`config.mk`:
```
export PLATFORM = sky130hd
export DESIGN_NAME = spi_slave_fifo
export DESIGN_NICKNAME = d
export VERILOG_FILES = /design/src/rtl/spi_slave_fifo.sv
export SDC_FILE = /design/constraint.sdc
export NUM_CORES = 1
export LEC_CHECK = 0
export ABC_CLOCK_PERIOD_IN_PS = 3000
export CAP_MARGIN = 20
export CORE_AREA = 5 5 182 184
export CTS_CLUSTER_SIZE = 20
export DETAILED_ROUTE_END_ITERATION = 10
export DIE_AREA = 0 0 187 189
export PLACE_DENSITY = 0.52
export SLEW_MARGIN = 20
export SYNTH_ARGS = -nofsm -noshare
export SYNTH_HDL_FRONTEND = slang
export SYNTH_SLANG_ARGS = --single-unit
```
`constraint.sdc`:
```
create_clock -name i_clk -period 3 [get_ports i_clk]
set_input_delay 0.45 -clock i_clk [delete_from_list [all_inputs] [get_ports i_clk]]
set_output_delay 0.45 -clock i_clk [all_outputs]
set_load 0.02 [all_outputs]
```
`src/rtl/spi_slave_fifo.sv`:
```
// Buffered SPI slave: synchronised pins, mode/bit-order select and TX/RX FIFOs
// behind valid/ready handshakes, all in the system clock domain.

module spi_slave_fifo_buf #(
  parameter int W  = 16,
  parameter int D  = 4,
  parameter int LW = $clog2(D + 1)
) (
  input  logic          clk,
  input  logic          rst_n,
  input  logic          wr_en,
  input  logic [W-1:0]  wr_data,
  input  logic          rd_en,
  output logic [W-1:0]  rd_data,
  output logic          full,
  output logic          empty,
  output logic [LW-1:0] level
);
  localparam int AW = $clog2(D);

  logic [W-1:0]  mem [D];
  logic [AW-1:0] wr_ptr_reg;
  logic [AW-1:0] rd_ptr_reg;
  logic [LW-1:0] count_reg;

  // Storage carries no reset so it can map onto RAM; the empty gate hides stale data.
  always_ff @(posedge clk) begin
    if (wr_en) mem[wr_ptr_reg] <= wr_data;
  end

  always_ff @(posedge clk or negedge rst_n) begin
    if (!rst_n) begin
      wr_ptr_reg <= '0;
      rd_ptr_reg <= '0;
      count_reg  <= '0;
    end else begin
      if (wr_en) wr_ptr_reg <= wr_ptr_reg + AW'(1);
      if (rd_en) rd_ptr_reg <= rd_ptr_reg + AW'(1);
      count_reg <= count_reg + LW'(wr_en) - LW'(rd_en);
    end
  end

  assign empty   = (count_reg == '0);
  assign full    = (count_reg == LW'(D));
  assign level   = count_reg;
  assign rd_data = empty ? '0 : mem[rd_ptr_reg];
endmodule

module spi_slave_fifo #(
  parameter int K_DWIDTH      = 16,
  parameter int K_FIFO_DEPTH  = 4,
  parameter int K_SYNC_STAGES = 2
) (
  input  logic                              i_clk,
  input  logic                              i_rst_n,
  input  logic [K_DWIDTH-1:0]               i_tx_data,
  input  logic                              i_tx_valid,
  output logic                              o_tx_ready,
  output logic [K_DWIDTH-1:0]               o_rx_data,
  output logic                              o_rx_valid,
  input  logic                              i_rx_ready,
  output logic [$clog2(K_FIFO_DEPTH+1)-1:0] o_tx_level,
  output logic [$clog2(K_FIFO_DEPTH+1)-1:0] o_rx_level,
  output logic                              o_rx_overflow,
  output logic                              o_tx_underrun,
  input  logic                              i_clr_flags,
  input  logic                              i_cpol,
  input  logic                              i_cpha,
  input  logic                              i_lsb_first,
  output logic                              o_selected,
  input  logic                              i_spi_clk,
  input  logic                              i_cs_n,
  input  logic                              i_mosi,
  output logic                              o_miso
);
  localparam int W  = K_DWIDTH;
  localparam int S  = K_SYNC_STAGES;
  localparam int CW = $clog2(W);
  localparam int LW = $clog2(K_FIFO_DEPTH + 1);
  localparam logic [CW-1:0] LAST_BIT = CW'(W - 1);

  typedef enum logic [1:0] {IDLE, LOAD, SHIFT} state_t;

  logic [S-1:0]  sck_sync_reg, cs_sync_reg, mosi_sync_reg;
  logic          sck_prev_reg, lead_reg, trail_reg, mosi_reg, sel_prev_reg;
  state_t        state_reg;
  logic [CW-1:0] bit_cnt_reg;
  logic [W-1:0]  rx_shift_reg, tx_shift_reg;
  logic          miso_reg, ovf_reg, unr_reg;

  logic          sck_s, selected, sel_rise, cap_evt, shift_evt;
  logic          word_done, load_evt;
  logic [W-1:0]  rx_word_next, tx_head, rx_head;
  logic          tx_full, tx_empty, rx_full, rx_empty;
  logic          tx_push, tx_pop, rx_push, rx_pop, ovf_set, unr_set;
  logic [LW-1:0] tx_level, rx_level;

  function automatic logic first_bit(input logic [W-1:0] w, input logic lsb);
    return lsb ? w[0] : w[W-1];
  endfunction

  function automatic logic [W-1:0] drop_bit(input logic [W-1:0] w, input logic lsb);
    return lsb ? (w >> 1) : (w << 1);
  endfunction

  assign sck_s     = sck_sync_reg[S-1];
  assign selected  = ~cs_sync_reg[S-1];
  assign sel_rise  = selected & ~sel_prev_reg;
  assign cap_evt   = selected & (i_cpha ? trail_reg : lead_reg);
  assign shift_evt = selected & (i_cpha ? lead_reg : trail_reg);

  assign rx_word_next = i_lsb_first ? {mosi_reg, rx_shift_reg[W-1:1]}
                                    : {rx_shift_reg[W-2:0], mosi_reg};
  assign word_done = (state_reg == SHIFT) & cap_evt & (bit_cnt_reg == LAST_BIT);
  assign load_evt  = (state_reg == LOAD) | word_done;

  assign tx_push = i_tx_valid & ~tx_full;
  assign tx_pop  = load_evt & ~tx_empty;
  assign unr_set = load_evt & tx_empty;
  // A same-cycle pop frees a slot, so a full RX FIFO still accepts the word.
  assign rx_pop  = i_rx_ready & ~rx_empty;
  assign rx_push = word_done & (~rx_full | rx_pop);
  assign ovf_set = word_done & rx_full & ~rx_pop;

  spi_slave_fifo_buf #(.W(W), .D(K_FIFO_DEPTH)) u_tx_fifo (
    .clk(i_clk), .rst_n(i_rst_n), .wr_en(tx_push), .wr_data(i_tx_data),
    .rd_en(tx_pop), .rd_data(tx_head), .full(tx_full), .empty(tx_empty),
    .level(tx_level)
  );

  spi_slave_fifo_buf #(.W(W), .D(K_FIFO_DEPTH)) u_rx_fifo (
    .clk(i_clk), .rst_n(i_rst_n), .wr_en(rx_push), .wr_data(rx_word_next),
    .rd_en(rx_pop), .rd_data(rx_head), .full(rx_full), .empty(rx_empty),
    .level(rx_level)
  );

  always_ff @(posedge i_clk or negedge i_rst_n) begin
    if (!i_rst_n) begin
      sck_sync_reg  <= '0;
      cs_sync_reg   <= '1;
      mosi_sync_reg <= '0;
      sck_prev_reg  <= 1'b0;
      lead_reg      <= 1'b0;
      trail_reg     <= 1'b0;
      mosi_reg      <= 1'b0;
      sel_prev_reg  <= 1'b0;
    end else begin
      sck_sync_reg  <= {sck_sync_reg[S-2:0], i_spi_clk};
      cs_sync_reg   <= {cs_sync_reg[S-2:0], i_cs_n};
      mosi_sync_reg <= {mosi_sync_reg[S-2:0], i_mosi};
      sck_prev_reg  <= sck_s;
      // Edge pulses and MOSI are registered together so capture sees matching data.
      lead_reg      <= (sck_s != i_cpol) & (sck_prev_reg == i_cpol);
      trail_reg     <= (sck_s == i_cpol) & (sck_prev_reg != i_cpol);
      mosi_reg      <= mosi_sync_reg[S-1];
      sel_prev_reg  <= selected;
    end
  end

  always_ff @(posedge i_clk or negedge i_rst_n) begin
    if (!i_rst_n) begin
      state_reg    <= IDLE;
      bit_cnt_reg  <= '0;
      rx_shift_reg <= '0;
      tx_shift_reg <= '0;
      miso_reg     <= 1'b0;
    end else begin
      case (state_reg)
        IDLE: if (sel_rise) state_reg <= LOAD;
        LOAD: begin
          state_reg   <= SHIFT;
          bit_cnt_reg <= '0;
        end
        SHIFT: begin
          if (!selected) begin
            state_reg <= IDLE;
          end else if (cap_evt) begin
            rx_shift_reg <= rx_word_next;
            bit_cnt_reg  <= (bit_cnt_reg == LAST_BIT) ? '0 : bit_cnt_reg + CW'(1);
          end else if (shift_evt && (i_cpha || bit_cnt_reg != '0)) begin
            // In CPHA=0 the shift edge right after the final capture must not advance.
            miso_reg     <= first_bit(tx_shift_reg, i_lsb_first);
            tx_shift_reg <= drop_bit(tx_shift_reg, i_lsb_first);
          end
        end
        default: state_reg <= IDLE;
      endcase
      if (load_evt) begin
        if (!i_cpha) begin
          miso_reg     <= first_bit(tx_head, i_lsb_first);
          tx_shift_reg <= drop_bit(tx_head, i_lsb_first);
        end else begin
          tx_shift_reg <= tx_head;
        end
      end
    end
  end

  always_ff @(posedge i_clk or negedge i_rst_n) begin
    if (!i_rst_n) begin
      ovf_reg <= 1'b0;
      unr_reg <= 1'b0;
    end else begin
      ovf_reg <= ovf_set | (ovf_reg & ~i_clr_flags);
      unr_reg <= unr_set | (unr_reg & ~i_clr_flags);
    end
  end

  assign o_tx_ready    = ~tx_full;
  assign o_tx_level    = tx_level;
  assign o_rx_valid    = ~rx_empty;
  assign o_rx_data     = rx_head;
  assign o_rx_level    = rx_level;
  assign o_rx_overflow = ovf_reg;
  assign o_tx_underrun = unr_reg;
  assign o_selected    = selected;
  assign o_miso        = miso_reg;
endmodule

```
# Word level (Yosys, flattened, before mapping)
# Memory sizes are Yosys's and may differ from the RTL's.
# Index checks and enable logic that the tools add are counted.
# op_classes
add_sub_neg	9
eq_ne	15
n_reduce_logical	13
n_bitwise	28
mux	32
# ops
cell	n
$mux W16	11
$and A1 B1 Y1	16
$mux W1	14
$mux W4	3
$add A2 B1 Y2 const B	4
$ne A2 B2 Y1 const B	4
$not A1 Y1	8
$pmux W4 S2	1
$add A3 B1 Y3	2
$eq A3 B3 Y1 const B	2
$logic_not A3 Y1	2
$pmux W2 S3	1
$reduce_and A3 Y1	2
$reduce_bool A2 Y1	3
$sub A3 B1 Y3	2
$add A4 B1 Y4 const B	1
$eq A4 B4 Y1 const B	1
$mux W2	2
$ne A2 B1 Y1 const B	2
$or A1 B1 Y1	4
$reduce_and A4 Y1	1
$reduce_bool A4 Y1	1
$eq A1 B1 Y1	2
$eq A2 B1 Y1 const B	1
6 further kinds	7
# totals
n_memories	2
mem_bits_rw	128
word_cells	120
register_bits	66
out_inout_bits	28
in_bits	27
# mem_list
name	depth	word_bits	rd	rd_ports_with_merged_regs	write_ports	line	source
u_rx_fifo.mem	4	16	1	0	1	21	logic [W-1:0] mem [D];
u_tx_fifo.mem	4	16	1	0	1	21	

# Longest topological paths before layout
# depth
depth_word	9
mapped_depth	14
ltp_nobuf	11

# Modules after synthesis
# A second synthesis with hierarchy kept.
# hier_totals
cells_unflattened	548
area_unflattened_um2	8700.8
# by_module_without_submodules
module	seq_area_each_um2	n_inst	area_per_inst_um2	cells_per_inst
spi_slave_fifo_buf	2097.0	2	2847.7	136
spi_slave_fifo	1303.8	1	3005.4	276

# Worst setup path before layout
# OpenSTA, ideal clock, no wires.
# synth_timing
kind	reg2reg
startpoint	reg state_reg[0]
endpoint	reg u_tx_fifo.count_reg[2], in the netlist u_tx_fifo.level[2]
path_buffers	3
arrival_time_ns	2.638
required_time_ns	2.876
stages_incl_launch_ff	15
path_slack_ns	0.238
setup_ns	0.124
cell_sequence	dfrtp_1 inv_1 ha_1 buf_2 and2b_1 buf_4 a31oi_4 buf_6 nor2_1 ha_1 inv_1 ha_1 fa_1 xnor2_1 xnor2_1
# synth_via
elab_chain_len	6
elab_cells_between_ends	7
classes_between	1 x add/sub; 2 x eq/ne; 4 x bitwise
# synth_rtl
item	line	source
start: declaration	86	state_t state_reg;
start signal: assignment	162	state_reg <= IDLE;
start signal: assignment	169	IDLE: if (sel_rise) state_reg <= LOAD;
start signal: assignment	171	state_reg <= SHIFT;
$eq A2 B2 Y1	114	assign word_done = (state_reg == SHIFT) & cap_evt & (bit_cnt_reg == LAST_BIT);
$and A1 B1 Y1 (2 in a row)	114	
$or A1 B1 Y1 (*)	115	assign load_evt = (state_reg == LOAD) | word_done;
$and A1 B1 Y1 (*)	118	assign tx_pop = load_evt & ~tx_empty;
net tx_pop	95	logic tx_push, tx_pop, rx_push, rx_pop, ovf_set, unr_set;
$sub A3 B1 Y3 (*)	39	count_reg <= count_reg + LW'(wr_en) - LW'(rd_en);
end signal: assignment	39	
end: declaration	24	logic [LW-1:0] count_reg;
# Mark *: on every way through the listed nets, which the timed path passes. The rest lies on a longest branch.
# A chain may end at the register's enable or synchronous reset.

# Final worst setup path
# layout_timing
startpoint	reg u_rx_fifo.rd_ptr_reg[0]
endpoint	out o_rx_data[7]
# layout_via
elab_chain_len	2
# layout_rtl
item	line	source
start: declaration	23	logic [AW-1:0] rd_ptr_reg;
start signal: assignment	38	if (rd_en) rd_ptr_reg <= rd_ptr_reg + AW'(1);
$mem_v2 Z4 W16	--	
$mux W16	46	assign rd_data = empty ? '0 : mem[rd_ptr_reg];
end: declaration	59	output logic [K_DWIDTH-1:0] o_rx_data,
# No other way between the ends.

==> impl_metrics.toml <==
[floorplanning]
die_outline_width_um = 187
design.core.area_um2 = 31200
effective_utilization_at_floorplan_pct = 29.5
floorplan.io_pins = 55
die_y_um = 189
placement_rows = 65
die-area_um2 = 35300

[pwr]
vdd_ir_drop_max_mv = 0.525
power.density_cell_area_nw_per_um2 = 879
finalPower_uw = 9540
power.static_leakage_uw = 0.00405

[clock_network]
hold_buffers = 0
post_cts.repair.setup_buffers = 0
cts_root_buf = "clkbuf_16"
cts_tree = "built"
total_clock_buffers_created_by_cts = 17
cts_max_path_buffers = 2
clk_pin_slew_ns = 0.08
clock_latency_ns = 0.44
post_cts.resized_instances = 0
cts_htree_levels = 4
number_of_clock_sinks_seen_by_cts = 194

[critical_path]
worstSetupPathDepth = 4
reg2reg_from = "state_reg[0]$_DFFE_PN0P_"
crit_required_ns = 2.55
reg2reg_to = "u_tx_fifo.level[2]$_DFF_PN0_"
worst-endpoint-arrival_ns = 2.36
worstSetupStartpointType = "flip-flop"
worstSetupPathType = "flip-flop to output port"
timing.critical_path.slowest_cell_delay_ns = 0.57
timing.critical_path.to_type = "output port"
critical_path.max_fanout = 18
top_delay_family_on_crit_path = "buffers and inverters"
crit_path_cell_trace = "buf_4 > mux4_2 > and2_1 > clkdlybuf4s50_1"
setup.reg_to_reg.worst_slack_ns = 0.46
cp_num_buf_inv = 2
rr_worst_depth = 11
cp_slowest_cell = "mux4_2"

[yosys]
yosysUniqueCellTypes = 56
ys.warnings.count = 0
synth_top_area_share_pct = 41.7
synthDominantAreaCellType = "edfxtp_1"
synthCells = 640
avgSynthCellArea_um2 = 14.4
post-synth-top-count-cell = "edfxtp_1"
post_synth_most_frequent_cells = "128 x edfxtp_1, 64 x dfrtp_1, 53 x nand2_1"
synth-seq-area-share_pct = 59.6
async_set_or_reset_flop_fraction_in_the_synthesized_netlist_pct = 34.0
dominantRegCellSynth = "edfxtp_1"
syn-cell-area_um2 = 9220
synth-edff-count = 128
synth_area_leaders = "edfxtp_1 42%, dfrtp_1 17%, mux4_2 7.8%, mux2i_1 4.1%, and2_1 2.6%"
ys_ff_latch = 194
syn_nets = 687

[cells_and_area]
drive_gt1_share_pct = 18.2
num_antenna_cells = 0
nFillCells = 3062
final_cell_area_um2 = 10900
reg.largest.list = "u_rx_fifo.mem (64), u_tx_fifo.mem (64)"
synthToLayoutAreaGrowth_pct = 17.7
design.final.nets = 748

[routing]
drt_pre_antenna_iters = 4
detailroute.via_count = 5357
route.detailed.drc = 0
antenna_left = 0
drt-total-wl_um = 18700
wire_per_inst_um = 16.7
viasPerCell = 4.80
drtIter0Drc = 356

[place]
gpl.final_weighted_congestion = 0.721
hpwl_um = 12300
placement.io_buffers = 54
detailed_place.area_um2 = 10200

[worst_hold_path]
timing.hold.worst.class = "primary input to async pin"

[sta]
timing.final.crit_share_pct = 93.5
period_needed_ns = 2.81
drv_slew = 0
fin_skew_ns = 0.0142
hold_viol_final = 0
fmax_mhz = 356
fin_tns_setup_ns = 0
rsz0062_at_grt = "no"
setup_viol_count_final = 0
slew-limit-headroom_pct = 40.3
worst_slew_pin_slew_ns = 0.895

[job]
cap_viol_max_count = 0

[global_route]
globalRoute.totalOverflow = 0
first_global_vias = 5685
grt_max_degree = 67
gr-usage-all-layers_pct = 10.9
antenna_found_initial = 0
grt_pass1_wl_um = 30900

[status]
outcome = "finished, final reports clean"
[layout by cell type, fill, tap and decap left out, types with 5 or more instances in the layout]
cell type,synthesis,routed
inv_1,20,20
clkinv_8,0,5
nor2_1,8,8
buf_4,3,31
nor2b_1,17,17
and3_1,6,6
a211oi_2,5,5
xnor2_1,8,8
o31ai_1,15,15
a311oi_1,14,14
mux2i_1,38,38
ha_1,18,18
edfxtp_1,128,128
clkbuf_16,0,17
mux4_2,32,32
nand2_1,53,53
and2_1,38,38
dfrtp_1,64,63
nand3_1,9,9
a211oi_1,11,11
a22oi_1,28,28
mux2_2,18,18
o211ai_1,14,14
clkdlybuf4s50_1,0,52
[worst max-delay path by stage]
| stage | start | end | slack [ns] |
|---|---|---|---|
| after detailed placement | i_cpha | u_tx_fifo.level[2]$_DFF_PN0_ | 0.12 |
| final | u_rx_fifo.rd_ptr_reg[0]$_DFFE_PN0P_ | o_rx_data[7] | 0.19 |
| after global placement | i_cpha | u_tx_fifo.level[2]$_DFF_PN0_ | 0.14 |
| after floorplan | state_reg[0]$_DFFE_PN0P_ | u_tx_fifo.level[2]$_DFF_PN0_ | 0.24 |
| after CTS | u_rx_fifo.rd_ptr_reg[0]$_DFFE_PN0P_ | o_rx_data[7] | 0.13 |
| after global routing | u_rx_fifo.rd_ptr_reg[0]$_DFFE_PN0P_ | o_rx_data[3] | 0.06 |
[metrics by stage]
| stage | utilization (%) | hold WS [ns] | setup WS, ns | cells |
|---|---|---|---|---|
| floorplan | - | 0.154 | 0.238 | 640 |
| global placement | 32.8 | 0.333 | 0.141 | 1084 |
| detailed placement | 32.8 | 0.344 | 0.122 | 1084 |
| CTS | 34.8 | 0.173 | 0.129 | 1116 |
| global route | 34.8 | 0.182 | 0.0614 | 1116 |
| finish | 34.8 | 0.129 | 0.194 | 1116 |
[logic make-up (layout without fill, tap and decap cells)]
family / after synthesis / in the layout / synth area share [%]
AO/OA/AOI/OAI: 112 / 112 / 9.92
XOR/XNOR: 10 / 10 / 0.950
adder cells (fa/ha/maj): 20 / 20 / 2.88
buffers and inverters: 63 / 137 / 3.54
flip-flops: 194 / 194 / 59.6
multiplexers: 90 / 90 / 14.4
AND/OR/NAND/NOR: 151 / 151 / 8.65
[metal layers]
| layer | vias to the layer above | part of all wire (%) | track usage, % |
|---|---|---|---|
| li1 | 2580 | - | - |
| met4 | 0 | 0.70 | 2.73 |
| met1 | 2677 | 45 | 13.9 |
| met3 | 9 | 4.1 | 2.64 |
| met2 | 91 | 50 | 18.7 |
| met5 | - | 0 | 0 |
[worst reg2reg max path, stage by stage (launching register included)]
cell,delay [ns]
dfrtp_1,0.38
inv_1,0.09
ha_1,0.21
and2b_1,0.28
a31oi_4,0.19
nor2_1,0.10
ha_1,0.30
inv_1,0.04
ha_1,0.20
fa_1,0.37
xnor2_1,0.18
xnor2_1,0.13
[power breakdown]
group	total (µW)	internal (µW)	switching (µW)	leakage (µW)
logic	3670	1720	1950	0.00174
clock network	2280	1130	1150	0.000291
registers	3600	3320	274	0.00202
[cell type report]
type	count	area, µm²	share of cell area, %
flip-flops and latches	194	5500	50.7
repair buffers	85	778	7.17
well taps	402	503	4.63
clock buffers	17	425	3.92
inverters	20	75.1	0.692
multi-input cells	383	3390	31.3
clock inverters	15	178	1.64
Power figures use the tool's default switching activity.
